File: config.mk
export PLATFORM = sky130hd
export DESIGN_NAME = slike_wr
export DESIGN_NICKNAME = d
export VERILOG_FILES = /design/src/rtl/slike_pkg.sv /design/src/rtl/slike_sync.sv /design/src/rtl/slike_wr.sv
export SDC_FILE = /design/constraint.sdc
export NUM_CORES = 1
export LEC_CHECK = 0
export ABC_AREA = 1
export ABC_CLOCK_PERIOD_IN_PS = 1800
export CORE_ASPECT_RATIO = 0.6
export CORE_UTILIZATION = 50
export DETAILED_ROUTE_END_ITERATION = 16
export GPL_ROUTABILITY_DRIVEN = 0
export GPL_TIMING_DRIVEN = 0
export HOLD_SLACK_MARGIN = 0.12
export PLACE_DENSITY = 0.93
export SYNTH_ARGS = -nofsm -noshare
export SYNTH_HDL_FRONTEND = slang
export SYNTH_HIERARCHICAL = 1
export SYNTH_SLANG_ARGS = --single-unit
File: constraint.sdc
create_clock -name CLOCK_50 -period 1.8 [get_ports CLOCK_50]
set_input_delay 0.27 -clock CLOCK_50 [delete_from_list [all_inputs] [get_ports CLOCK_50]]
set_output_delay 0.27 -clock CLOCK_50 [all_outputs]
set_load 0.01 [all_outputs]
File: src/rtl/slike_pkg.sv
// Shared definitions for the laser-harp scan controller: FSM state encoding
// and the countdown timer constants.
package slike_pkg;

  typedef enum logic [2:0] {
    IDLE = 3'd0,
    LOAD = 3'd1,
    DARK = 3'd2,
    LIT  = 3'd3,
    EVAL = 3'd4,
    NEXT = 3'd5
  } state_t;

  // Fixed count at which the timer raises 'half'; any dwell must exceed it.
  localparam logic [25:0] HALF_THRESHOLD      = 26'd25000000;
  localparam logic [25:0] DWELL_COUNT_DEFAULT = 26'd50000000;

endpackage

File: src/rtl/slike_sync.sv
// Two-flop synchronizer for the asynchronous photodiode comparator outputs.
module slike_sync #(
  parameter int DATA_W = 8
) (
  input  logic              clk,
  input  logic [DATA_W-1:0] d,
  output logic [DATA_W-1:0] q
);

  logic [DATA_W-1:0] meta_p0;
  logic [DATA_W-1:0] sync_p1;

  // Stage 0 captures the raw level, stage 1 resolves metastability.
  always_ff @(posedge clk) begin
    meta_p0 <= d;
    sync_p1 <= meta_p0;
  end

  assign q = sync_p1;

endmodule

File: src/rtl/slike_wr.sv
// Laser-harp scan controller. Steps through the strings, runs the countdown
// timer for each dwell, samples ambient (laser off) and lit (laser on)
// photodiode levels, keeps per-string beam-broken flags and pulses note_on
// when a string newly becomes broken.
module slike_wr
  import slike_pkg::*;
#(
  parameter int          NUM_STRINGS = 8,
  parameter int          IDX_W       = 3,
  parameter logic [25:0] DWELL_COUNT = DWELL_COUNT_DEFAULT
) (
  input  logic                   CLOCK_50,
  input  logic                   reset,
  input  logic                   scan_en,
  input  logic [NUM_STRINGS-1:0] sensor,
  input  logic                   fin,
  input  logic                   half,
  output logic [25:0]            max_count,
  output logic                   countdown,
  output logic                   timer_load,
  output logic [NUM_STRINGS-1:0] laser_en,
  output logic [IDX_W-1:0]       string_idx,
  output logic [NUM_STRINGS-1:0] broken,
  output logic                   note_on,
  output logic [IDX_W-1:0]       note_idx
);

  localparam logic [IDX_W-1:0]       LAST_IDX = IDX_W'(NUM_STRINGS - 1);
  localparam logic [NUM_STRINGS-1:0] ONE_HOT0 = NUM_STRINGS'(1);

  state_t                 state;
  logic [NUM_STRINGS-1:0] sync_sensor;
  logic                   ambient;
  logic                   lit;
  logic                   intact;

  assign max_count = DWELL_COUNT;

  // A beam is intact only if light appears with the laser on and is absent
  // with it off; stray ambient light counts as a broken beam.
  assign intact = lit & ~ambient;

  slike_sync #(
    .DATA_W(NUM_STRINGS)
  ) u_sync (
    .clk(CLOCK_50),
    .d  (sensor),
    .q  (sync_sensor)
  );

  // Scan FSM; every output is registered and set for the state being entered.
  always_ff @(posedge CLOCK_50) begin
    if (reset) begin
      state      <= IDLE;
      string_idx <= '0;
      broken     <= '0;
      laser_en   <= '0;
      note_on    <= 1'b0;
      note_idx   <= '0;
      countdown  <= 1'b0;
      timer_load <= 1'b0;
      ambient    <= 1'b0;
      lit        <= 1'b0;
    end else begin
      note_on    <= 1'b0;
      timer_load <= 1'b0;
      case (state)
        IDLE: begin
          countdown <= 1'b0;
          laser_en  <= '0;
          if (scan_en) begin
            state      <= LOAD;
            countdown  <= 1'b1;
            timer_load <= 1'b1;
          end
        end
        LOAD: begin
          state     <= DARK;
          countdown <= 1'b1;
          laser_en  <= '0;
        end
        DARK: begin
          if (half) begin
            ambient  <= sync_sensor[string_idx];
            laser_en <= ONE_HOT0 << string_idx;
            state    <= LIT;
          end
        end
        LIT: begin
          // 'fin' stays high until countdown drops, so a coincident
          // half/fin is still seen here on the first LIT cycle.
          if (fin) begin
            lit      <= sync_sensor[string_idx];
            laser_en <= '0;
            state    <= EVAL;
          end
        end
        EVAL: begin
          broken[string_idx] <= ~intact;
          if (!broken[string_idx] && !intact) begin
            note_on  <= 1'b1;
            note_idx <= string_idx;
          end
          countdown <= 1'b0;
          state     <= NEXT;
        end
        NEXT: begin
          string_idx <= (string_idx == LAST_IDX) ? '0 : string_idx + 1'b1;
          if (scan_en) begin
            state      <= LOAD;
            countdown  <= 1'b1;
            timer_load <= 1'b1;
          end else begin
            state     <= IDLE;
            countdown <= 1'b0;
          end
        end
        default: begin
          state     <= IDLE;
          countdown <= 1'b0;
          laser_en  <= '0;
        end
      endcase
    end
  end

endmodule

==> impl_summary.log, run 1 <==
INFO  metric violations = DRC
INFO  metric tightest_slew = roughly 0.55 ns
INFO  metric grt_pass1_wl = between 7000 and 8000 um
INFO  metric outcome = finished, violations left
INFO  metric synth_top_cell_area_share = 0.417
INFO  metric placed_area = between 2000 and 3000 sq um
INFO  metric clock_tree.buffer_depth = 2
INFO  metric maximum_number_of_pins_on_one_net_before_global_route_repair = 15
INFO  metric routed-via-count = 1892
INFO  metric dieArea = between 4000 and 5000 sq um
INFO  metric tritoncts = built
INFO  metric final_net_count = 370
INFO  metric post_route_cells_drive_above_1_share = 0.185
INFO  metric synth_enable_flop_cells = 0
INFO  metric postLayoutCoreUtil = 0.681
INFO  metric worst_path_max_delay_cell = clkdlybuf4s50_1
INFO  metric setup-tns-final = 0 ns
INFO  metric syn2layout_area_growth = 28.6%
INFO  metric cp_data_arrival_time = about 1.3 ns
INFO  metric cp-end-kind = output pin
INFO  metric globalRoute.totalOverflow = 0
INFO  metric groute.usage.overall = 0.216
INFO  metric clock.fmax = 620 MHz
INFO  metric finalHoldViolations = 0
INFO  metric buffer_ports.inserted = 36
INFO  metric share_of_synthesized_flip_flops_with_an_asynchronous_set_or_reset = 0
INFO  metric floorplan.die.width = about 88 um
INFO  metric clock-skew-final = 0.00408 ns
INFO  metric max_slew_violation_count = 0
INFO  metric clk-insertion-delay-late = about 0.30 ns
INFO  metric dp_hpwl = between 3000 and 4000 um
INFO  metric dr.pass1.iters = 11
INFO  metric final.period_utilization = 0.896
INFO  metric cts_made_buffers = 5
INFO  metric p_per_area = roughly 800 nW/um^2
INFO  metric dpl.cell_count = around 400
INFO  metric root_buffer_cell = clkbuf_8
INFO  metric post_synth_num_cell_types = 28
INFO  metric synthDominantAreaCellType = dfxtp_1
INFO  metric holdBufCountCts = 0
INFO  metric worst_path_largest_cell_delay = 0.58 ns
INFO  metric post_synthesis_area_per_instance = approximately 7.8 sq um
INFO  metric crit_required = 1.53 ns
INFO  metric cellLeakagePower = roughly 1.3 nW
INFO  metric total_non_filler_cell_area_in_the_finished_layout = roughly 2800 sq um
INFO  metric filler_cell_count = between 300 and 400
INFO  metric ys_dominant_reg_cell = dfxtp_1
INFO  metric setup_viol = 0
INFO  metric core_footprint = around 4200 sq um
INFO  metric worst_path_dominant_cell_family = buffers and inverters
INFO  metric drc_errors = 1
INFO  metric peak_supply_drop = 0.000568 V
INFO  metric cp_max_fo = 9
INFO  metric die_h = 53.5 um
INFO  metric worst-setup-path-type = reg2out
INFO  metric yosysSeqAreaShare = 0.417
INFO  metric postRouteAntennaNets = 0
INFO  metric via_count_of_the_first_global_routing_pass = 1648
INFO  metric unrepaired_setup_endpoints_after_global_routing = false
INFO  metric htree_num_levels = 2
INFO  metric via_per_inst = between 4 and 5
INFO  metric worst_setup_hold_path_clk_slew = roughly 0.08 ns
INFO  metric number_of_antenna_violations_at_the_first_check_in_global_routing = 0
INFO  metric timing.final.crit_period = between 1.5 and 2 ns
INFO  metric post-place-ws = 0.290 ns
INFO  metric number_of_max_capacitance_violations_reported = 0
INFO  metric first_iter_violations = between 150 and 200
INFO  metric rows = 18
INFO  metric timing.critical_path.cells = clkdlybuf4s50_1
INFO  metric yosysWarnings = 6
INFO  metric timing.max_slew.rel_slack = 0.631
INFO  metric min-delay-path-class = in2reg
INFO  metric netlist_instances = between 200 and 300
INFO  metric postLayoutSetupSlackWorst = 0.187 ns
INFO  metric synth.cell_area = between 2000 and 2500 sq um
INFO  metric initial_utilization = 0.530
INFO  metric synth_seq_cells = 46
INFO  metric synthTopCellsByArea = dfxtp_1 42%, buf_4 9.5%, nand2_1 7.0%
INFO  metric io-pin-count = 64
INFO  metric drt_wl_total = between 4000 and 5000 um
INFO  metric routed_wirelength_normalized_by_instance_count = between 10 and 15 um
INFO  metric final_cells = between 400 and 500
INFO  metric antenna_cells_inserted = 0
INFO  metric cts_setup_buffers = 0
INFO  metric cts_num_sinks = 46
INFO  metric timing.critical_path.buf_inv = 1
INFO  metric critical_path.startpoint_type = register
[cells in the mapped netlist (2+ instances only)]
| cell | count |
|---|---|
| o21ai_1 | 3 |
| conb_1 | 2 |
| a21oi_2 | 3 |
| buf_4 | 28 |
| nor2_1 | 20 |
| inv_1 | 39 |
| a211oi_1 | 3 |
| o21ai_0 | 14 |
| inv_2 | 4 |
| dfxtp_1 | 46 |
| nand2_2 | 3 |
| a21oi_1 | 19 |
| nand2_4 | 3 |
| nor2_2 | 4 |
| nand4_1 | 2 |
| nor2_4 | 4 |
| nor3_1 | 10 |
| ha_1 | 6 |
| nand2_1 | 41 |
| buf_2 | 3 |
| nand3_1 | 20 |
[stage by stage]
step / hold slack [ns] / total power, mW
6_report: 0.292 / 2.31
5_1_grt: 0.295 / 2.44
4_1_cts: 0.274 / 2.32
3_5_place_dp: 0.322 / 1.63
3_3_place_gp: 0.311 / 1.60
2_1_floorplan: 0.298 / 1.48
[cells in the final DEF (no fill, tap or decap)]
cell type        synthesis  routed
dfxtp_1                 46      45
o21a_1                   1       1
a21oi_1                 19      19
nor2_1                  20      20
o21ai_0                 14      14
nand2_2                  3       3
inv_4                    1       1
buf_4                   28      28
conb_1                   2      26
nand4_1                  2       2
inv_2                    4       4
clkinv_4                 0       1
buf_12                   1       1
inv_1                   39      39
buf_6                    1       1
clkbuf_1                 1       1
clkbuf_8                 0       7
nand3_4                  1       1
a211oi_1                 3       3
o211ai_1                 1       1
dfxtp_2                  0       1
ha_1                     6       6
buf_2                    3       3
nand2_1                 41      41
nor2_2                   4       4
nand2_4                  3       3
o21ai_1                  3       3
nor3_1                  10      10
clkdlybuf4s50_1          0      36
nand3_1                 20      20
a21oi_2                  3       3
nor2_4                   4       4
[routing by layer]
layer  part of all wire  routed length [um]  track usage
met1               0.45                2070        0.266
met2               0.47                2130        0.355
met3              0.065                 298       0.0842
met4              0.016                  74       0.0546
met5                  0                   0            0
[cell type report]
class / count / area, sq um / area share
Clock buffer: 7 / 96.3 / 0.0339
Buffer: 34 / 260 / 0.0917
Timing Repair Buffer: 36 / 360 / 0.127
Sequential cell: 46 / 922 / 0.325
Inverter: 44 / 168 / 0.0591
Multi-Input combinational cell: 184 / 948 / 0.334
Tap cell: 60 / 75.1 / 0.0264
Clock inverter: 1 / 8.76 / 0.00309
[timing repair]
action,4_1_cts,5_1_grt
gates resized for setup,0,1
endpoints found under the hold margin,0,0
endpoints found under the setup margin,0,1
[path summary, 6_finish.rpt]
| kind | start | to | slack, ns | cells past startpoint |
|---|---|---|---|---|
| max | string_idx[1]$_SDFFE_PP0N_ | string_idx[1] | 0.19 | 1 |
| min | reset | laser_en[3]$_SDFFE_PP0P_ | 0.29 | 2 |
| max reg2reg | string_idx[0]$_SDFFE_PP0N_ | note_idx[1]$_SDFFE_PP0P_ | 0.26 | 8 |
| min reg2reg | u_sync/meta_p0[1]$_DFF_P_ | u_sync/q[1]$_DFF_P_ | 0.34 | 0 |
[state kept, by name (all words and copies together), names as in the netlist, 3 cells and up]
signal / flops
u_sync/q: 8
string_idx: 3
note_idx: 3
broken: 8
laser_en: 8
state: 3
u_sync/meta_p0: 8
[cells by family after synthesis]
family          count (synthesis)  synth area share
buf+inv                        78             0.194
fa+ha+maj                       6            0.0340
flops                          46             0.417
other cells                     2           0.00340
compound gates                 44             0.111
simple gates                  108             0.241
[where the power goes]
group          internal, mW  leakage (nW)  switching, mW
registers              1.08         0.379         0.0417
clock network         0.352        0.0544          0.348
logic                 0.218         0.824          0.263
Note: power is estimated with default switching activity, not from simulation.
==> run 2, diff against run 1 <==
- PLACE_DENSITY: 0.93 -> 0.84
==> run 2 against run 1 <==
  * Combinational power decreased by 0.8%
  * Critical path type unchanged
  * Utilization down 0.30 points
  * First-iteration DRC count down 59%
  * Sequential cell count stayed put
  * Total power decreased by 2.3%
  * Global-route usage shrank 1.5 points
  * Count of clock-buffer cells in the layout is 2 lower
  * The flow now finishes without violations
==> impl_summary.log, run 2 (synthesis gave the netlist of run 1 again) <==
INFO  metric outcome = complete, no violations
INFO  metric core_footprint = 4170 sq um (unchanged)
INFO  metric cts_num_sinks = 46 (unchanged)
INFO  metric drt-met1-wl = 2110 um (+2.1%)
INFO  metric p_per_area = 798 nW/um^2 (-1.9%)
INFO  metric globalRoute.totalOverflow = 0 (unchanged)
INFO  metric dieArea = 4690 sq um (unchanged)
INFO  metric cellLeakagePower = 1.24 nW (-1.1%)
INFO  metric min-delay-path-class = in2reg
INFO  metric r2r_depth = 8 (unchanged)
INFO  metric routed_wirelength_normalized_by_instance_count = 10.6 um (-4.6%)
INFO  metric via_count_of_the_first_global_routing_pass = 1579 (-4.2%)
INFO  metric drt_wl_total = 4360 um (-4.6%)
INFO  metric most-common-layout-cells = 45 x dfxtp_1, 41 x nand2_1, 39 x inv_1, 36 x clkdlybuf4s50_1, 28 x buf_4
INFO  metric number_of_max_capacitance_violations_reported = 0 (unchanged)
INFO  metric number_of_antenna_violations_at_the_first_check_in_global_routing = 0 (unchanged)
INFO  metric tritoncts = built
INFO  metric syn2layout_area_growth = 28.1%
INFO  metric tightest_slew = 0.510 ns (-0.0430 ns)
INFO  metric final_net_count = 370 (unchanged)
INFO  metric worst-setup-path-type = reg2out
INFO  metric worst-path-stages = 1 (unchanged)
INFO  metric drc_errors = 0 (-1)
INFO  metric floorplan.die.width = 87.8 um (unchanged)
INFO  metric max_slew_violation_count = 0 (unchanged)
INFO  metric highest-signal-layer = met4
INFO  metric postRouteAntennaNets = 0 (unchanged)
INFO  metric crit_required = 1.53 ns (about the same)
INFO  metric worst_path_largest_cell_delay = 0.58 ns (about the same)
INFO  metric first_iter_violations = 78 (-59%)
INFO  metric dr.pass1.iters = 4 (-7)
INFO  metric peak_supply_drop = 0.000446 V (-22%)
INFO  metric unrepaired_setup_endpoints_after_global_routing = false
INFO  metric timing.final.crit_period = 1.61 ns (+0.000455 ns)
INFO  metric clock_tree.buffer_depth = 2 (unchanged)
INFO  metric groute.usage.overall = 0.201 (-0.0155)
INFO  metric route.met3.wl = 305 um (+2.3%)
INFO  metric cp_max_fo = 9 (unchanged)
INFO  metric filler_cell_count = 365 (+11%)
INFO  metric worst_setup_hold_path_clk_slew = 0.08 ns (about the same)
INFO  metric setup_viol = 0 (unchanged)
INFO  metric post_route_cells_drive_above_1_share = 0.185 (unchanged)
INFO  metric critical_path.startpoint_type = register
INFO  metric timing.hold.worst_path_depth = 2 (unchanged)
INFO  metric holdBufCountCts = 0 (unchanged)
INFO  metric via_per_inst = 4.50 (-2.1%)
INFO  metric worst_path_max_delay_cell = clkdlybuf4s50_1
INFO  metric buffer_ports.inserted = 36 (unchanged)
INFO  metric routed-via-count = 1853 (-2.1%)
INFO  metric clk-insertion-delay-late = 0.31 ns (about the same)
INFO  metric setup-tns-final = 0 ns (unchanged)
INFO  metric htree_num_levels = 2 (unchanged)
INFO  metric met2RoutedLength = 1900 um (-11%)
INFO  metric maximum_number_of_pins_on_one_net_before_global_route_repair = 17 (+2)
INFO  metric clock.fmax = 620 MHz (about the same)
INFO  metric timing.max_slew.rel_slack = 0.660 (+0.0286)
INFO  metric holdWs = 0.287 ns (-0.00467 ns)
INFO  metric antenna_cells_inserted = 0 (unchanged)
INFO  metric root_buffer_cell = clkbuf_8
INFO  metric dp_hpwl = 3330 um (-5.4%)
INFO  metric die_h = 53.5 um (unchanged)
INFO  metric timing.critical_path.buf_inv = 1 (unchanged)
INFO  metric layout.cells.most_common = dfxtp_1
INFO  metric cts_made_buffers = 5 (unchanged)
INFO  metric initial_utilization = 0.530 (unchanged)
INFO  metric rows = 18 (unchanged)
INFO  metric io-pin-count = 64 (unchanged)
INFO  metric worst_path_dominant_cell_family = buffers and inverters
INFO  metric timing.critical_path.cells = clkdlybuf4s50_1
INFO  metric grt_pass1_wl = 6990 um (-4.9%)
INFO  metric multi_input_area = 948 sq um (unchanged)
INFO  metric final.period_utilization = 0.896 (about the same)
INFO  metric area.sequential = 922 sq um (unchanged)
INFO  metric cp_data_arrival_time = 1.34 ns (about the same)
INFO  metric cp-end-kind = output pin
INFO  metric clock-skew-final = 0.00702 ns (+0.00295 ns)
INFO  metric finalHoldViolations = 0 (unchanged)
run 2: changes by cell type in the layout (fill, tap and decap cells not counted):
cell | previous run | this run
clkinvlp_4 | 0 | 2
clkbuf_8 | 7 | 5
inv_6 | 0 | 1
clkinv_4 | 1 | 0
run 2: layout make-up:
cell class	instances	area share
clock inverter	3	0.00841
inverter	44	0.0593
timing repair buffer	36	0.127
buffer	34	0.0921
sequential	46	0.326
multi-input combinational	184	0.336
clock buffer	5	0.0243
tap	60	0.0266
run 2: timing repair:
| action | 4_1_cts | 5_1_grt |
|---|---|---|
| resized for setup | 0 | 1 |
| setup endpoints to repair | 0 | 1 |
| setup buffers | 0 | 0 |
run 2: path summary, 6_finish.rpt:
check / startpoint / endpoint / slack [ns]
max reg2reg: string_idx[0]$_SDFFE_PP0N_ / note_idx[0]$_SDFFE_PP0P_ / 0.26
min reg2reg: u_sync/meta_p0[7]$_DFF_P_ / u_sync/q[7]$_DFF_P_ / 0.33
min: reset / laser_en[7]$_SDFFE_PP0P_ / 0.29
max: string_idx[1]$_SDFFE_PP0N_ / string_idx[1] / 0.19
run 2: power by group:
part           switching (mW)  internal (mW)
combinational           0.260          0.218
sequential             0.0415           1.08
clock                   0.374          0.278
total                   0.675           1.58
run 2: worst reg2reg max path, delay by kind of cell, from the launching register on:
| kind | cells | cell delay [ns] |
|---|---|---|
| and+or+nand+nor | 7 | 0.69 |
| buffers and inverters | 1 | 0.29 |
| DFF | 1 | 0.46 |
run 2: routing by layer:
| layer | vias to the layer above | track usage |
|---|---|---|
| li1 | 970 | - |
| met1 | 812 | 0.259 |
| met2 | 68 | 0.327 |
| met3 | 3 | 0.0530 |
| met4 | 0 | 0.0656 |
| met5 | - | 0 |
run 2: per-stage QoR:
step	utilization	std cells	area [sq um]	setup slack, ns	power, mW
after floorplan	-	308	2300	0.477	1.48
after global routing	0.678	412	2830	0.107	2.38
after global placement	0.656	404	2730	0.313	1.61
final	0.678	412	2830	0.187	2.25
after detailed placement	0.656	404	2730	0.300	1.62
after CTS	0.678	412	2830	0.0229	2.27
==> run 3, diff against run 2 <==
- CORE_MARGIN: not set -> 10
==> run 3 against run 2 <==
  * Combinational power about the same
  * Total power grew 0.24%
  * Critical path type unchanged
  * Worst setup slack worse by 0.025 ns
  * Utilization shrank 0.30 points
  * Sequential power about the same
  * Non-clock buffer count did not move
  * Clock skew is 0.0044 ns higher
==> impl_summary.log, run 3 (synthesis gave the netlist of run 1 again) <==
INFO  metric cp-end-kind = output pin
INFO  metric worst_path_max_delay_cell = clkdlybuf4s50_1
INFO  metric routed_wirelength_normalized_by_instance_count = 11.6 um (+9.7%)
INFO  metric power.total = 2.26 mW (+0.24%)
INFO  metric p_per_area = 799 nW/um^2 (+0.15%)
INFO  metric unrepaired_setup_endpoints_after_global_routing = false
INFO  metric drc_errors = 0 (unchanged)
INFO  metric total_non_filler_cell_area_in_the_finished_layout = 2830 sq um (about the same)
INFO  metric syn2layout_area_growth = 28.2% (about the same)
INFO  metric timing.final.crit_period = 1.64 ns (+0.0252 ns)
INFO  metric grt_pass1_wl = 8140 um (+16%)
INFO  metric p_seq_frac = 0.497 (-0.002)
INFO  metric first_iter_violations = 99 (+27%)
INFO  metric dp_hpwl = 3830 um (+15%)
INFO  metric io-pin-count = 64 (unchanged)
INFO  metric floorplan.die.width = 106 um (+21%)
INFO  metric htree_num_levels = 2 (unchanged)
INFO  metric timing.critical_path.cells = clkdlybuf4s50_1
INFO  metric setup_viol = 0 (unchanged)
INFO  metric outcome = complete, no violations
INFO  metric initial_utilization = 0.527 (-0.00285)
INFO  metric routed-via-count = 1895 (+2.3%)
INFO  metric worst_path_largest_cell_delay = 0.60 ns (+0.02 ns)
INFO  metric setup-tns-final = 0 ns (unchanged)
INFO  metric timing.max_slew.rel_slack = 0.652 (-0.00763)
INFO  metric critical_path.startpoint_type = register
INFO  metric cts_made_buffers = 5 (unchanged)
INFO  metric clk-insertion-delay-late = 0.31 ns (about the same)
INFO  metric peak_supply_drop = 0.000528 V (+18%)
INFO  metric postLayoutSetupSlackWorst = 0.162 ns (-0.0252 ns)
INFO  metric dieArea = 7560 sq um (+61%)
INFO  metric rows = 18 (unchanged)
INFO  metric clock.fmax = 610 MHz (-1.5%)
INFO  metric tritoncts = built
INFO  metric placed_area = 2730 sq um (unchanged)
INFO  metric max_slew_violation_count = 0 (unchanged)
INFO  metric power_switching_share = 0.287 (-0.0120)
INFO  metric clock-skew-final = 0.0115 ns (+0.00445 ns)
INFO  metric power.net_switching = 0.649 mW (-3.8%)
INFO  metric pwr-share-comb = 0.211 (about the same)
INFO  metric post_route_cells_drive_above_1_share = 0.185 (unchanged)
INFO  metric layout.cells.most_common = dfxtp_1
INFO  metric drt_wl_total = 4780 um (+9.7%)
INFO  metric via_per_inst = 4.60 (+2.3%)
INFO  metric cp_data_arrival_time = 1.37 ns (+0.03 ns)
INFO  metric postRouteAntennaNets = 0 (unchanged)
INFO  metric crit_required = 1.53 ns (about the same)
INFO  metric buffer_ports.inserted = 36 (unchanged)
INFO  metric postLayoutCoreUtil = 0.675 (-0.00305)
INFO  metric antenna_cells_inserted = 0 (unchanged)
INFO  metric number_of_max_capacitance_violations_reported = 0 (unchanged)
INFO  metric core_footprint = 4190 sq um (+0.54%)
INFO  metric worst-setup-path-type = reg2out
INFO  metric number_of_antenna_violations_at_the_first_check_in_global_routing = 0 (unchanged)
INFO  metric tightest_slew = 0.522 ns (+0.0114 ns)
INFO  metric timing.critical_path.buf_inv = 1 (unchanged)
INFO  metric cellLeakagePower = 1.25 nW (+0.52%)
INFO  metric cts_num_sinks = 46 (unchanged)
INFO  metric cp_max_fo = 9 (unchanged)
INFO  metric most-common-layout-cells = 45 x dfxtp_1, 41 x nand2_1, 39 x inv_1, 36 x clkdlybuf4s50_1, 28 x buf_4
INFO  metric die_h = 71.5 um (+34%)
INFO  metric maximum_number_of_pins_on_one_net_before_global_route_repair = 15 (-2)
INFO  metric via_count_of_the_first_global_routing_pass = 1725 (+9.2%)
INFO  metric worst_path_dominant_cell_family = buffers and inverters
INFO  metric root_buffer_cell = clkbuf_8
INFO  metric final.period_utilization = 0.910 (+0.0140)
INFO  metric globalRoute.totalOverflow = 0 (unchanged)
INFO  metric clock_tree.buffer_depth = 2 (unchanged)
INFO  metric post-place-ws = 0.295 ns (-0.00493 ns)
INFO  metric cell_internal_pwr = 1.61 mW (+2.0%)
INFO  metric final_net_count = 370 (unchanged)
INFO  metric pwr-share-clk = 0.292 (+0.003)
INFO  metric dr.pass1.iters = 4 (unchanged)
INFO  metric cts_setup_buffers = 0 (unchanged)
INFO  metric worst_setup_hold_path_clk_slew = 0.09 ns (about the same)
INFO  metric finalHoldViolations = 0 (unchanged)
INFO  metric min-delay-path-class = in2reg
INFO  metric groute.usage.overall = 0.130 (-0.0712)
run 3: changes by cell type in the layout (fill, tap and decap cells not counted), sizes merged:
| cell | before | now |
|---|---|---|
| inv | 45 | 44 |
| clkinv | 0 | 1 |
| clkinvlp | 2 | 1 |
| clkbuf | 6 | 7 |
run 3: what timing repair did:
item,in CTS,in global routing
hold buffers,0,0
resized for setup,0,1
setup endpoints to repair,0,1
run 3: metrics by stage:
stage / instances / hold slack, ns
after global routing: 412 / 0.259
after floorplan: 308 / 0.298
after detailed placement: 404 / 0.314
after global placement: 404 / 0.311
after CTS: 412 / 0.259
final: 412 / 0.263
run 3: cell type report:
| cell class | instances | area [sq um] |
|---|---|---|
| multi-input combinational | 184 | 948 |
| clock inverter | 2 | 12.5 |
| timing repair buffer | 36 | 360 |
| tap | 60 | 75.1 |
| buffer | 34 | 260 |
| sequential | 46 | 922 |
| fill | 356 | 1360 |
| inverter | 44 | 168 |
| clock buffer | 6 | 82.6 |
run 3: routing by layer:
metal  routed length [um]  vias up  GRT usage
met5                    0        -          0
met4                   73        0     0.0538
met3                  527        8     0.0518
met2                 2150       73      0.201
met1                 2030      839      0.157
li1                     -      975          -
run 3: power groups by stage:
| stage | registers [mW] | clock network [mW] | logic, mW |
|---|---|---|---|
| global route | 1.13 | 0.723 | 0.536 |
| global placement | 1.14 | 0 | 0.466 |
| finish | 1.12 | 0.659 | 0.477 |
| CTS | 1.12 | 0.673 | 0.476 |
| floorplan | 1.16 | 0 | 0.323 |
| detailed placement | 1.15 | 0 | 0.475 |
run 3: path summary, 6_finish.rpt:
path / slack, ns / startpoint / depth (start not counted) / endpoint
worst max register to register: 0.27 / string_idx[0]$_SDFFE_PP0N_ / 8 / note_idx[0]$_SDFFE_PP0P_
worst min register to register: 0.33 / u_sync/meta_p0[3]$_DFF_P_ / 0 / u_sync/q[3]$_DFF_P_
worst min-delay path: 0.26 / reset / 2 / laser_en[3]$_SDFFE_PP0P_
worst max-delay path: 0.16 / string_idx[1]$_SDFFE_PP0N_ / 1 / string_idx[1]
